**src/rtl/regs_writeback.sv**
```systemverilog
// regs_writeback: merges ALU results and in-order load returns onto the register file write port
// Ports: clock/reset (sync, active-high); alu_valid/alu_rd/alu_data -> alu_ready;
// ld_issue/ld_rd -> ld_ready; mem_valid/mem_data (in issue order, unstallable);
// RegEscr/DadoEscr/EscReg drive the register file; pending = per-register in-flight write; err sticky.
module regs_writeback #(
  parameter int DATA_W = 8,
  parameter int ADDR_W = 3,
  parameter int DEPTH  = 4
) (
  input  logic                 clock,
  input  logic                 reset,
  input  logic                 alu_valid,
  input  logic [ADDR_W-1:0]    alu_rd,
  input  logic [DATA_W-1:0]    alu_data,
  output logic                 alu_ready,
  input  logic                 ld_issue,
  input  logic [ADDR_W-1:0]    ld_rd,
  output logic                 ld_ready,
  input  logic                 mem_valid,
  input  logic [DATA_W-1:0]    mem_data,
  output logic [ADDR_W-1:0]    RegEscr,
  output logic [DATA_W-1:0]    DadoEscr,
  output logic                 EscReg,
  output logic [2**ADDR_W-1:0] pending,
  output logic                 err
);
  localparam int PW = $clog2(DEPTH);
  localparam int CW = PW + 1;
  logic [ADDR_W-1:0] r_q [DEPTH];
  logic [PW-1:0]     r_wp, r_rp;
  logic [CW-1:0]     r_cnt;
  logic              r_hv;
  logic [ADDR_W-1:0] r_hrd;
  logic [DATA_W-1:0] r_hd;
  logic              w_empty, w_full, w_pop, w_push, w_acc, w_wv;
  logic [ADDR_W-1:0] w_wrd;
  logic [DATA_W-1:0] w_wd;
  logic [PW-1:0]     w_off;
  assign w_empty   = r_cnt == '0;
  assign w_full    = r_cnt == CW'(DEPTH);
  assign ld_ready  = !w_full;
  assign alu_ready = !r_hv;
  assign w_pop     = mem_valid && !w_empty;
  // a pop in the same cycle frees the slot, so a full queue still takes the push
  assign w_push    = ld_issue && (!w_full || w_pop);
  assign w_acc     = alu_valid && !r_hv;
  assign w_wv      = w_pop || r_hv || w_acc;
  assign w_wrd     = w_pop ? r_q[r_rp] : r_hv ? r_hrd : alu_rd;
  assign w_wd      = w_pop ? mem_data : r_hv ? r_hd : alu_data;
  always_ff @(posedge clock) begin
    if (reset) begin
      r_wp     <= '0;
      r_rp     <= '0;
      r_cnt    <= '0;
      r_hv     <= 1'b0;
      r_hrd    <= '0;
      r_hd     <= '0;
      err      <= 1'b0;
      EscReg   <= 1'b0;
      RegEscr  <= '0;
      DadoEscr <= '0;
    end else begin
      if (w_push) begin
        r_q[r_wp] <= ld_rd;
        r_wp      <= r_wp + PW'(1);
      end
      if (w_pop) r_rp <= r_rp + PW'(1);
      r_cnt <= r_cnt + CW'(w_push) - CW'(w_pop);
      // hold survives only while load returns keep winning the port
      r_hv <= w_pop && (r_hv || w_acc);
      if (w_pop && w_acc) begin
        r_hrd <= alu_rd;
        r_hd  <= alu_data;
      end
      err      <= err || (ld_issue && w_full && !w_pop) || (mem_valid && w_empty);
      EscReg   <= w_wv && (w_wrd != '0);
      RegEscr  <= w_wrd;
      DadoEscr <= w_wd;
    end
  end
  always_comb begin
    pending = '0;
    w_off   = '0;
    for (int k = 0; k < DEPTH; k++) begin
      w_off = PW'(k) - r_rp;
      if (CW'(w_off) < r_cnt) pending[r_q[k]] = 1'b1;
    end
    if (r_hv) pending[r_hrd] = 1'b1;
    if (EscReg) pending[RegEscr] = 1'b1;
    pending[0] = 1'b0;
  end
endmodule

```
**config.mk**
```make
export PLATFORM = sky130hd
export DESIGN_NAME = regs_writeback
export DESIGN_NICKNAME = d
export VERILOG_FILES = /design/src/rtl/regs_writeback.sv
export SDC_FILE = /design/constraint.sdc
export NUM_CORES = 1
export LEC_CHECK = 0
export BUFFER_PORTS_ARGS = -buffer_cell sky130_fd_sc_hd__buf_2
export CAP_MARGIN = 20
export CORE_UTILIZATION = 52
export CTS_BUF_LIST = sky130_fd_sc_hd__clkbuf_8
export CTS_CLUSTER_SIZE = 12
export DETAILED_ROUTE_END_ITERATION = 7
export MAX_ROUTING_LAYER = met4
export PLACE_DENSITY = 0.76
export SLEW_MARGIN = 30
export SYNTH_ARGS = -nofsm -noshare
export SYNTH_HDL_FRONTEND = slang
export SYNTH_SLANG_ARGS = --single-unit
```
**constraint.sdc**
```tcl
create_clock -name clock -period 6.2 [get_ports clock]
set_input_delay 0.62 -clock clock [delete_from_list [all_inputs] [get_ports clock]]
set_output_delay 0.62 -clock clock [all_outputs]
set_load 0.05 [all_outputs]
```
After elaboration in Yosys (flattened, before gate mapping)
Memory sizes are Yosys's and may differ from the RTL's. A register that Yosys moved wholly into a read port is not among the register bits. Index checks and enable logic that the tools add are counted.

Input bits: 27. RAM bits: 12. Output and inout port bits: 23. Memories: 1. Bits in registers: 32. Word-level logic and storage cells: 95.

Memory list: r_q (depth 4, width 3, read ports 5, clocked after memory_dff 1, write ports 1, line 29) `logic [ADDR_W-1:0] r_q [DEPTH];`.

Eq/ne operators: 1. Add/sub/neg operators: 8. Magnitude comparators: 16. Reductions and logical operators: 27. Bitwise operators: 5. Multiplexer cells: 27.

Operators by type and width (number): 8-bit two-way mux (8); 8-bit OR (5); 3-bit by 4-bit < comparator with 1-bit output (second input constant) (6); 1-bit demux with 3-bit select (6); 3-bit by 1-bit greater-or-equal comparator with 1-bit output (second input constant) (6); 1-bit logical AND (15); 2-bit by 3-bit < comparator with 1-bit output (4); 1-bit two-way mux (9); 1-bit logical OR (6); 3-bit two-way mux (2); 2-bit by 1-bit adder with 2-bit output (second input constant) (2); 1-bit zero test (4); 2-bit two-way mux (2); 1-bit by 2-bit subtractor with 2-bit output (first input constant) (2); 2-bit subtractor (first input constant) (2); 3-bit by 1-bit adder with 3-bit output (1); 3-bit == test (second input constant) (1); 3-bit zero test (1); 3-bit nonzero test (1); 3-bit by 1-bit subtractor with 3-bit output (1).

Longest topological paths before layout
An unclocked memory read counts as a cell.

Depth after elaboration: 16. Mapped depth: 10. Mapped depth without buffers: 10.

Worst setup path before layout
No wires, ideal clock.

Path type: register to output. Start point: reg r_cnt[1]. End point: out pending[1]. Buffers on the path: 0. Arrival time: 3.048 ns. Data required time: 5.580 ns. Setup slack: 2.532 ns. Stages on the path, launching flop included: 6. Cells stage by stage: dfxtp_1 -> inv_1 -> ha_1 -> nor2b_1 -> a311o_1 -> o311ai_0.

Word-level cells in the longest chain between the ends: 12. Elaborated cells between the ends (all ways): 15. Classes of those cells: 4 x order compare; 6 x mux; 5 x bitwise.

Ends and longest elaborated chain: from (decl) (line 31) `logic [CW-1:0] r_cnt;`; from (signal assigned) (line 68) `r_cnt <= r_cnt + CW'(w_push) - CW'(w_pop);`; 2-bit by 3-bit < comparator with 1-bit output (line 86) `if (CW'(w_off) < r_cnt) pending[r_q[k]] = 1'b1;`; 8-bit two-way mux (line 86); 8-bit OR (no source line); 8-bit two-way mux (line 86); 8-bit OR (no source line); 8-bit two-way mux (line 86); 8-bit OR (no source line); 8-bit two-way mux (*) (line 86); 8-bit OR (no source line); 8-bit two-way mux (*) (line 88) `if (r_hv) pending[r_hrd] = 1'b1;`; 8-bit OR (no source line); 8-bit two-way mux (*) (line 89) `if (EscReg) pending[RegEscr] = 1'b1;`; to (decl) (line 24) `output logic [2**ADDR_W-1:0] pending,`.

Mark *: on every way between the ends. The rest lies on a longest branch, timed or not.

Worst setup path in the final report
Start point: reg r_cnt[1]. End point: out pending[7].

The elaborated chain is that of the path after synthesis.

==> out/qor.txt <==
Port Buffers -> 48
Post-synthesis cell type count -> 50
Peak VDD IR -> 0.1862 mV
First-pass GRT wire length -> 7935 um
Fin Setup TNS -> 0 ns
Critical-path cell list -> inv_1 > ha_1 > nor2b_1 > a211oi_1 > a31oi_1 > o211ai_1 > buf_2
Core area -> 4444 sq um
Minimum clock period after layout -> 3.056 ns
Min-delay worst type -> flip-flop to flip-flop
Chip height -> 70.89 um
Main area contributors after synthesis -> dfxtp_1 28%, edfxtp_1 15%, mux2i_1 9.3%
Relative slew slack -> 0.4538
Asr flop ratio synth -> 0
Min-Delay Endpoint -> err$_SDFF_PP0_
Final HPWL DP -> 3588 um
Critical Path AT -> 2.44 ns
Row cnt -> 24
Initial DRC count -> 91
Starting density of the core -> 0.5552
Hold WS -> 0.4962 ns
Clk network pwr share -> 0.157
Reg2Reg Setup Slack -> 3.38 ns
WL final -> 4770 um
N_diodes -> 0
H-Tree Depth -> 2
Setup repair bufs after CTS -> 0
Die W -> 70.89 um
Cells after Synth -> 253
Tightest Pin Transition -> 0.8193 ns
Root buf cell -> clkbuf_8
Fin crit share -> 0.4929
Fin util -> 0.6292
Dominant cell by count in the synthesized netlist -> nor2_1
Final setup violation count -> 0
Mean Syn Cell Area -> 9.752 sq um
Synth cell count leaders -> 37 x nor2_1, 34 x dfxtp_1, 23 x mux2i_1, 15 x inv_1, 12 x edfxtp_1
Share of cells above drive strength 1 -> 0.2189
Power Dens Cells -> 405.9 nW/um^2
Syn. warnings -> 0
Fillers -> 372
Clk buf depth -> 2
Critical R2R Capture -> r_cnt[2]$_SDFF_PP0_
Post-route non-filler standard cell count -> 349
Hold path start -> err$_SDFF_PP0_
Worst Setup End Kind -> output port
RSZ-0062 raised after global routing -> false
Final ANT Viol Nets -> 0
Crit path buffers/inverters -> 2
Area grow syn2layout -> 13.34%
Pint -> 627.9 uW
Max-Cap Viols -> 0
Syn nets -> 291
1st-pass router iterations -> 8
R2R cell count -> 10
Finished Cell Area -> 2796 sq um
Setup CP Type -> flip-flop to output port
Leakage -> 1.147 nW
R2r startpoint -> r_cnt[2]$_SDFF_PP0_
Main flop type after synthesis -> dfxtp_1
Cell taking the most area after synthesis -> dfxtp_1
Worst-path clk slew -> 0.09 ns
Worst Hold Depth -> 2
Register area share after synthesis -> 0.4219
Switching share of power -> 0.4469
Sequential share of power -> 0.364
DP Area -> 2710 sq um
Max FO, Critical Path -> 5
Post-Syn Area -> 2467 sq um
Final #Nets -> 334
Final hold vios -> 0
Overall Power -> 1.135 mW
Initial antenna violation count -> 0
DR vias/cell -> 5.484
Clk sinks -> 46
Element type at the critical path start -> flip-flop
CTS buffer count -> 5
Worst slack, placed -> 3.403 ns
CTS resizes -> 0
Largest net degree at the start of global routing -> 35
Outcome -> finished, violations left
Hold Buf Count CTS -> 0
Vias -> 1914
Fmax -> 327.2 MHz
Register bit total from synthesis -> 46
Final RePlAce weighted congestion -> 0.9793
Post-Place Cells -> 341
Top cell type's share of synthesized area -> 0.2759
Power share of the combinational group -> 0.480
# DRC -> 2
WL/cell -> 13.67 um
Clock skew -> 0.006242 ns
CTS tree -> yes
GRT Total Usage -> 0.2094
Slowest stage delay, CP -> 0.51 ns
I/O pin cnt -> 50
Net Sw Power -> 507.3 uW
Crit-path slowest cell -> a211oi_1
Largest delay share family, worst path -> compound AO/OA/AOI/OAI gates
Die area -> 5025 sq um
GRT overflow -> 0
Clk_lat worst skew -> 0.30 ns
Worst Slack Setup Final -> 3.144 ns
Final Max Tran Viols -> 0
Violated checks -> design-rule violations
Number of synthesized flops with an enable pin -> 12
Vias in the first global route -> 1761
Critical path data required time -> 5.58 ns
worst max-delay path by stage:
| stage | startpoint | end | depth (start not counted) |
|---|---|---|---|
| after floorplan | r_cnt[1]$_SDFF_PP0_ | pending[1] | 5 |
| after global placement | r_cnt[2]$_SDFF_PP0_ | r_cnt[2]$_SDFF_PP0_ | 10 |
| after detailed placement | r_cnt[2]$_SDFF_PP0_ | r_cnt[2]$_SDFF_PP0_ | 10 |
| after CTS | r_cnt[1]$_SDFF_PP0_ | pending[7] | 7 |
| after global routing | r_cnt[1]$_SDFF_PP0_ | pending[7] | 7 |
| final | r_cnt[1]$_SDFF_PP0_ | pending[7] | 7 |
routing by layer:
metal	track usage	up-vias	routed length [um]
met5	-	-	0
met4	0.05556	0	46
met1	0.2708	865	2209
met3	0.05128	5	294
met2	0.3301	70	2220
li1	-	974	-
sequential cells by signal, summed over array words and instances (netlist names), named ones only:
name      count
DadoEscr      8
EscReg        1
RegEscr       3
err           1
r_cnt         3
r_hd          8
r_hrd         3
r_hv          1
r_q          12
r_rp          2
r_wp          2
cell usage in the layout (no fill, tap or decap), drive strengths merged, types with 10 or more instances in the layout:
master	netlist	layout
buf	5	48
nor2	37	37
dfxtp	34	34
mux2i	23	23
inv	16	17
edfxtp	12	12
nand2	11	11
nand2b	10	10
a211oi	10	10
ha	10	10
area by class of cell:
class | instances | area, sq um | area share
repair buffers | 48 | 240.2 | 0.08591
multi-input cells | 179 | 1304 | 0.4662
clock buffers | 5 | 68.82 | 0.02461
clock inverters | 3 | 17.52 | 0.006264
well taps | 52 | 65.06 | 0.02327
flip-flops and latches | 46 | 1041 | 0.3723
inverters | 16 | 60.06 | 0.02148
power groups by stage:
stage                     clock network (mW)  logic, mW  registers (mW)
final                                  0.178      0.544           0.413
after global routing                   0.196      0.598           0.423
after global placement                     0      0.538           0.418
after CTS                              0.182      0.549           0.413
after detailed placement                   0      0.544           0.420
after floorplan                            0      0.393           0.465
logic make-up after synthesis:
group           after synthesis  share of synthesized area
buf+inv                      28                    0.04969
other cells                   1                   0.001520
flops                        46                     0.4219
fa+ha+maj                    11                    0.05882
xor+xnor                      6                    0.02130
compound gates               44                     0.1395
mux                          26                     0.1207
simple gates                 91                     0.1866
tightest hold or removal path, stage by stage, from the launching register on:
cell and delay [ns]:
dfxtp_1 0.34, a21oi_1 0.04, nor2_1 0.08
Note: power is estimated with default switching activity, not from simulation.
